$ cat src/rtl/log_encode_pipe.sv
// Two-operand Mitchell log encoder: S1 captures operands plus leading-one position,
// S2 normalises into {k, frac}. Define LOG_ENC_ROUND_EN for round-half-up fractions.

module log_enc_lane (
  input  logic [15:0] i_x,
  input  logic [3:0]  i_k,
  output logic [15:0] o_lw
);
  logic [11:0] w_frac;

`ifdef LOG_ENC_ROUND_EN
  // Keep one guard bit below the fraction; the sum saturates rather than bumping k.
  logic [12:0] w_t;
  logic [12:0] w_sum;
  assign w_t    = 13'((i_x << (4'd15 - i_k)) >> 2);
  assign w_sum  = {1'b0, w_t[12:1]} + {12'd0, w_t[0]};
  assign w_frac = w_sum[12] ? 12'hFFF : w_sum[11:0];
`else
  assign w_frac = 12'((i_x << (4'd15 - i_k)) >> 3);
`endif

  assign o_lw = {i_k, w_frac};
endmodule

module log_encode_pipe (
  input  logic        clk,
  input  logic        rst_n,
  input  logic        in_valid,
  output logic        in_ready,
  input  logic [15:0] in_a,
  input  logic [15:0] in_b,
  output logic        out_valid,
  input  logic        out_ready,
  output logic [15:0] out_la,
  output logic [15:0] out_lb,
  output logic        out_zero
);
  localparam int NUM_LANES = 2;

  function automatic logic [3:0] f_lead(input logic [15:0] x);
    f_lead = '0;
    for (int i = 0; i < 16; i++)
      if (x[i]) f_lead = 4'(i);
  endfunction

  logic [NUM_LANES-1:0][15:0] w_x;
  logic [NUM_LANES-1:0][3:0]  w_k;
  logic [NUM_LANES-1:0]       w_z;
  logic [NUM_LANES-1:0][15:0] w_lw;

  logic                       r_s1_valid;
  logic [NUM_LANES-1:0][15:0] r_s1_x;
  logic [NUM_LANES-1:0][3:0]  r_s1_k;
  logic [NUM_LANES-1:0]       r_s1_z;
  logic                       r_s2_valid;
  logic [NUM_LANES-1:0][15:0] r_s2_lw;
  logic                       r_s2_zero;

  logic w_s1_adv, w_s2_adv;

  assign w_x = {in_b, in_a};

  genvar g;
  generate
    for (g = 0; g < NUM_LANES; g++) begin : g_lane
      assign w_k[g] = f_lead(w_x[g]);
      assign w_z[g] = (w_x[g] == 16'd0);
      // A zero operand arrives with k=0 and shifts to m=0, so its log word is 0.
      log_enc_lane u_lane (
        .i_x  (r_s1_x[g]),
        .i_k  (r_s1_k[g]),
        .o_lw (w_lw[g])
      );
    end
  endgenerate

  assign w_s2_adv = !r_s2_valid || out_ready;
  assign w_s1_adv = !r_s1_valid || w_s2_adv;
  assign in_ready = w_s1_adv;

  always_ff @(posedge clk or negedge rst_n) begin
    if (!rst_n) begin
      r_s1_valid <= 1'b0;
      r_s1_x     <= '0;
      r_s1_k     <= '0;
      r_s1_z     <= '0;
      r_s2_valid <= 1'b0;
      r_s2_lw    <= '0;
      r_s2_zero  <= 1'b0;
    end else begin
      if (w_s1_adv) begin
        r_s1_valid <= in_valid;
        if (in_valid) begin
          r_s1_x <= w_x;
          r_s1_k <= w_k;
          r_s1_z <= w_z;
        end
      end
      if (w_s2_adv) begin
        r_s2_valid <= r_s1_valid;
        if (r_s1_valid) begin
          r_s2_lw   <= w_lw;
          r_s2_zero <= |r_s1_z;
        end
      end
    end
  end

  assign out_valid = r_s2_valid;
  assign out_la    = r_s2_lw[0];
  assign out_lb    = r_s2_lw[1];
  assign out_zero  = r_s2_zero;
endmodule

$ cat config.mk
export PLATFORM = sky130hd
export DESIGN_NAME = log_encode_pipe
export DESIGN_NICKNAME = d
export VERILOG_FILES = /design/src/rtl/log_encode_pipe.sv
export SDC_FILE = /design/constraint.sdc
export NUM_CORES = 1
export LEC_CHECK = 0
export ABC_AREA = 1
export CAP_MARGIN = 20
export CORE_AREA = 2 2 107 109
export DETAILED_ROUTE_END_ITERATION = 6
export DIE_AREA = 0 0 109 111
export GPL_ROUTABILITY_DRIVEN = 0
export MAX_ROUTING_LAYER = met4
export PLACE_DENSITY_LB_ADDON = 0.25
export SLEW_MARGIN = 20
export SYNTH_ARGS = -nofsm -noshare
export SYNTH_HDL_FRONTEND = slang
export SYNTH_SLANG_ARGS = --single-unit
$ cat constraint.sdc
create_clock -name clk -period 1.4 [get_ports clk]
set_input_delay 0.28 -clock clk [delete_from_list [all_inputs] [get_ports clk]]
set_output_delay 0.28 -clock clk [all_outputs]
set_load 0.1 [all_outputs]
==> results of run 1 <==
-- cell type report --
| type | count | area (um2) | share of cell area |
|---|---|---|---|
| Timing Repair Buffer | 133 | 1610 | 0.258 |
| Multi-Input combinational cell | 387 | 2110 | 0.337 |
| Clock buffer | 14 | 264 | 0.0421 |
| Sequential cell | 75 | 1880 | 0.301 |
| Inverter | 51 | 206 | 0.0329 |
| Clock inverter | 2 | 10.0 | 0.00160 |
| Tap cell | 143 | 179 | 0.0286 |
-- stage by stage --
stage	worst slack [ns]	cell area, um2	total power (uW)	util
3_5_place_dp	-0.355	5650	9390	0.510
3_3_place_gp	-0.300	5650	9320	0.510
5_1_grt	-0.152	6270	12300	0.566
2_1_floorplan	-0.310	4210	7010	-
6_report	-0.0795	6270	11800	0.566
4_1_cts	-0.0944	5990	11600	0.540
-- critical path, stage by stage, from the launching register on --
cell and delay (ns):
sky130_fd_sc_hd__dfrtp_4 0.49, sky130_fd_sc_hd__nand3_4 0.09, sky130_fd_sc_hd__buf_6 0.12, sky130_fd_sc_hd__buf_12 0.16
-- layout by cell type (no fill, tap or decap), drive strengths merged, types with 2 or more instances in the layout --
cell,count
nand2,185
clkbuf,15
a32o,2
o211ai,4
clkinv,4
o21a,2
buf,97
a22o,3
nand3,25
dfrtp,75
nor2,35
inv,49
a22oi,5
a21oi,18
o21ai,87
mux2i,3
clkdlybuf4s50,33
or2,6
a32oi,2
a31oi,4
-- path summary, 6_finish.rpt --
| kind | from | end | slack (ns) | cells past startpoint |
|---|---|---|---|---|
| min reg2reg | r_s1_x[3] | r_s1_x[3] | 0.49 | 2 |
| max | out_valid | in_ready | -0.08 | 3 |
| min in group asynchronous | rst_n | r_s1_k[6] | 0.49 | 3 |
| max reg2reg | r_s1_k[0] | out_la[4] | -0.07 | 7 |
| max in group asynchronous | rst_n | out_valid | 0.53 | 3 |
| min | in_b[2] | r_s1_x[18] | 0.35 | 4 |
-- sequential cells by signal, summed over array words and instances, names as in the netlist --
register    count
out_lb         16
r_s1_k          8
out_zero        1
r_s1_z          2
r_s1_x         30
r_s1_valid      1
out_la         16
out_valid       1
-- timing repair --
action,in CTS,in global routing
gates resized for setup,14,61
pin swaps,3,24
hold buffers,1,0
setup buffers,3,5
endpoints found under the hold margin,36,0
gates cloned,0,1
setup endpoints to repair,25,53
-- report_power, final --
group | total [uW] | internal (uW) | leakage (uW) | switching [uW]
clock | 2100 | 1290 | 0.000137 | 812
sequential | 3270 | 2680 | 0.000887 | 596
combinational | 6380 | 2360 | 0.00195 | 4030
-- metal layers --
layer | part of all wire | wire length, um | up-vias | track usage
met1 | 0.49 | 5120 | 1821 | 0.271
met5 | 0 | 0 | - | -
met2 | 0.45 | 4680 | 103 | 0.254
met4 | 0.012 | 123 | 0 | 0.0521
met3 | 0.046 | 476 | 10 | 0.0317
li1 | - | - | 2004 | -
-- cell families after synthesis --
family | Yosys count | share of synthesized area
AOI/OAI and AO/OA | 132 | 0.199
buffers and inverters | 77 | 0.0927
DFF | 75 | 0.453
muxes | 3 | 0.00725
and+or+nand+nor | 252 | 0.248
==> out/qor.yml, run 1 <==
outcome:
  outcome: "complete, but fails checks"
  violations: "setup timing"
logic_synthesis:
  synth_edf_count: 0
  ys_top_cells_by_area: "sky130_fd_sc_hd__dfrtp_1, sky130_fd_sc_hd__nand2_1, sky130_fd_sc_hd__o21ai_0, sky130_fd_sc_hd__inv_1, sky130_fd_sc_hd__o21ai_2"
  synthesis.nets: 575
  seq_total_area_yosys: 0.453
  syn_area_per_cell_um2: 7.68
  post-synth-top-count-cell: "sky130_fd_sc_hd__nand2_1"
  synth-async-reset-ratio: 1.00
  ys_warn_count: 0
  synth.ff_latch_count: 75
  number_of_distinct_library_cells_after_synthesis: 39
  synth_area_mm2: 0.00414
  yosys_most_used_dff: "sky130_fd_sc_hd__dfrtp_1"
  syn-instance-count: 539
  synth_largest_type_area_fraction: 0.453
  netlist_top_cells_count: "sky130_fd_sc_hd__nand2_1, sky130_fd_sc_hd__dfrtp_1, sky130_fd_sc_hd__o21ai_0"
  yosys.area.top_type: "sky130_fd_sc_hd__dfrtp_1"
pwr:
  vdd_drop_max_v: 0.00149
  p_leak_uw: 0.00297
  total_power_divided_by_cell_area_mw_per_mm2: 1880
drt:
  drt_iter0_markers: 198
  detail_route.wl_per_cell_um: 12.9
  drc: 0
  ant_nets: 0
  drt_pass1_iterations: 5
  detail_route.wirelength_um: 10400
  via_count: 3938
  routed_via_density: 4.89
grt:
  first_global_vias: 3600
  number_of_antenna_violations_at_the_first_check_in_global_routing: 0
  grt_pass1_wl_um: 17100
  grt_use_total: 0.182
  grt_max_degree: 76
  grt_remaining_overflow: 0
setup_path:
  critical_path_type: "reg -> out"
  critical_path_required_ns: 1.12
  worstSetupEndpointType: "output port"
  cp.arrival_ns: 1.20
  critical_path_fanouts_max: 3
  cp-start-kind: "register"
sta:
  post-route-min-period_ns: 1.48
  final-hold-violation-count: 0
  setup_tns_ns: -0.330
  slew-limit-headroom: 0.726
  setup_repair_after_global_routing_missed_its_margin: "yes"
  drv_slew: 0
  fin_hold_ws_ns: 0.353
  worst_slew_pin_slew_ns: 0.411
  report.final.setup_viol: 12
  fin_crit_sh: 1.06
  clock.fmax_mhz: 676
  final.setup.worst_slack_ns: -0.0795
  clock_skew_ns: 0.00647
flow_run:
  maxCapViolCount: 0
place:
  buffer_ports.inserted: 70
  hpwlAfterDp_um: 7860
  placedCellCount: 779
final_layout:
  fill_cells: 943
  design.final.nets: 693
  antenna_cells: 0
  layout-area-overhead-vs-synth_pct: 51.3
  final_layout_size_suffix_gt1_frac: 0.290
  final_cells: 805
floorplanning:
  floorplan.initialDensity: 0.374
  floorplan.rows: 39
  die_area_mm2: 0.0121
  fp.coreArea_mm2: 0.0111
  pin_count: 71
  die-height_um: 111
  die_w_um: 109
clocking:
  htreeDepth: 3
  clk_transition_reported_paths_ns: 0.05
  clock_insertion_delay_worst_skew_ns: 0.33
  clock_buffer_count_from_cts: 9
  clock_tree.root_cell: "sky130_fd_sc_hd__clkbuf_16"
  cts.path.max_buffers: 2
  tritoncts: "yes"
  clock_sinks: 75
worst_hold_path:
  holdCritPathClass: "in -> reg"
Power figures use the tool's default switching activity.
==> run 2: changes to the inputs <==
--- a/config.mk
+++ b/config.mk
@@ -6,8 +6,8 @@
 export NUM_CORES = 1
 export LEC_CHECK = 0
 export ABC_AREA = 1
-export CAP_MARGIN = 20
 export CORE_AREA = 2 2 107 109
+export CTS_BUF_LIST = sky130_fd_sc_hd__clkbuf_16
 export DETAILED_ROUTE_END_ITERATION = 6
 export DIE_AREA = 0 0 109 111
 export GPL_ROUTABILITY_DRIVEN = 0
==> run 2 against run 1 <==
  * The flow still finishes with violations (setup timing)
  * Flip-flop and latch count unchanged
  * Count of clock-buffer cells in the layout down 5
  * Maximum frequency down 0.44%
  * Core utilization down 1.4 points
  * Critical endpoint unchanged
==> out/qor.yml, run 2 (same netlist as run 1, synthesis figures left out) <==
outcome:
  outcome: "complete, but fails checks"
  violations: "setup timing"
place:
  hpwlAfterDp_um: 7860
  placedInstanceArea_mm2: 0.00565
  buffer_ports.inserted: 70
  placedCellCount: 779
final_layout:
  largest_register_ffs: 30
  fill_cells: 974
  layout-area-overhead-vs-synth_pct: 47.5
  final_layout_size_suffix_gt1_frac: 0.269
  layout.cell_area.non_filler_mm2: 0.00611
  mostFrequentLayoutCells: "sky130_fd_sc_hd__nand2_1, sky130_fd_sc_hd__dfrtp_1, sky130_fd_sc_hd__buf_4"
  final_cells: 802
  top_register: "r_s1_x"
  antenna_cells: 0
  layout_commonest_cell: "sky130_fd_sc_hd__nand2_1"
  design.final.nets: 690
pwr:
  p_leak_uw: 0.00292
  vdd_drop_max_v: 0.00147
  total_power_divided_by_cell_area_mw_per_mm2: 1880
setup_path:
  critical_path_required_ns: 1.12
  reg2reg_setup_slack_ns: -0.06
  worstSetupEndpointType: "output port"
  critical_path_type: "reg -> out"
  cp-start-kind: "register"
  critical_path_fanouts_max: 3
  cp.arrival_ns: 1.21
floorplanning:
  pin_count: 71
  die_area_mm2: 0.0121
  floorplan.rows: 39
  floorplan.initialDensity: 0.374
  die_w_um: 109
  fp.coreArea_mm2: 0.0111
  die-height_um: 111
sta:
  drv_slew: 0
  fin_crit_sh: 1.06
  slew-limit-headroom: 0.734
  setup_repair_after_global_routing_missed_its_margin: "yes"
  clock.fmax_mhz: 673
  final-hold-violation-count: 0
  clock_skew_ns: 0.00658
  report.final.setup_viol: 9
  worst_slew_pin_slew_ns: 0.399
  final.setup.worst_slack_ns: -0.0860
  post-route-min-period_ns: 1.49
drt:
  detail_route.wirelength_um: 10200
  drc: 0
  via_count: 3844
  routed_via_density: 4.79
  drt_pass1_iterations: 5
  drt_iter0_markers: 192
  ant_nets: 0
  detail_route.wl_per_cell_um: 12.7
grt:
  grt_max_degree: 76
  grt_remaining_overflow: 0
  number_of_antenna_violations_at_the_first_check_in_global_routing: 0
  grt_pass1_wl_um: 17200
  first_global_vias: 3609
  grt_use_total: 0.183
clocking:
  clock_sinks: 75
  clk_transition_reported_paths_ns: 0.05
  clock_buffer_count_from_cts: 9
  clock_insertion_delay_worst_skew_ns: 0.33
  cts.path.max_buffers: 2
  htreeDepth: 3
  tritoncts: "yes"
  clock_tree.root_cell: "sky130_fd_sc_hd__clkbuf_16"
worst_hold_path:
  holdCritPathClass: "in -> reg"
flow_run:
  maxCapViolCount: 0
run 2: changes by cell type in the layout (fill, tap and decap cells not counted), sizes merged:
cell | before | now
inv | 49 | 52
clkbuf | 15 | 9
clkdlybuf4s50 | 33 | 32
clkinv | 4 | 6
dlymetal6s2s | 1 | 2
buf | 97 | 95
run 2: final cells by class:
| type | count | area, um2 | area share |
|---|---|---|---|
| clock inverter | 7 | 28.8 | 0.00471 |
| tap | 143 | 179 | 0.0293 |
| timing repair buffer | 130 | 1560 | 0.255 |
| sequential | 75 | 1880 | 0.308 |
| multi-input combinational | 387 | 2030 | 0.332 |
| clock buffer | 9 | 225 | 0.0369 |
| inverter | 51 | 206 | 0.0338 |
run 2: per-layer routing:
metal	share of wire	GRT usage	wire, um
met1	0.50	0.270	5100
met3	0.043	0.0317	434
met5	0	-	0
met2	0.44	0.257	4480
met4	0.014	0.0521	140
run 2: stage by stage:
| step | hold slack (ns) | TNS (ns) | setup WS, ns | util | power, uW |
|---|---|---|---|---|---|
| global route | 0.378 | -1.83 | -0.132 | 0.551 | 12000 |
| floorplan | -0.0156 | -11.50 | -0.310 | - | 7010 |
| CTS | 0.492 | -0.431 | -0.0969 | 0.537 | 11400 |
| detailed placement | 0.345 | -13.90 | -0.355 | 0.510 | 9390 |
| finish | 0.358 | -0.264 | -0.0860 | 0.551 | 11500 |
| global placement | 0.341 | -12.85 | -0.300 | 0.510 | 9320 |
run 2: report_power, final:
group | total (uW) | switching [uW] | internal [uW]
registers | 3270 | 590 | 2680
logic | 6260 | 3970 | 2290
clock network | 1980 | 816 | 1160
run 2: worst paths after layout:
| kind | depth (start not counted) | start | to |
|---|---|---|---|
| max in group asynchronous | 3 | rst_n | out_valid |
| worst min-delay path | 4 | in_b[2] | r_s1_x[18] |
| worst max-delay path | 3 | out_valid | in_ready |
| min in group asynchronous | 3 | rst_n | r_s1_k[4] |
| worst max register to register | 7 | r_s1_k[0] | out_la[4] |
| worst min register to register | 2 | r_s1_x[3] | r_s1_x[3] |
run 2: critical path, cell delays in order, from the launching register on:
cell	delay [ns]
sky130_fd_sc_hd__dfrtp_4	0.50
sky130_fd_sc_hd__nand3_4	0.10
sky130_fd_sc_hd__buf_6	0.12
sky130_fd_sc_hd__buf_12	0.16
run 2: what timing repair did:
action	CTS	global route
hold endpoints to repair	36	0
buffers inserted	2	4
pin swaps	3	18
setup endpoints to repair	25	32
gates cloned	0	0
gates resized for setup	14	42
hold buffers	1	0
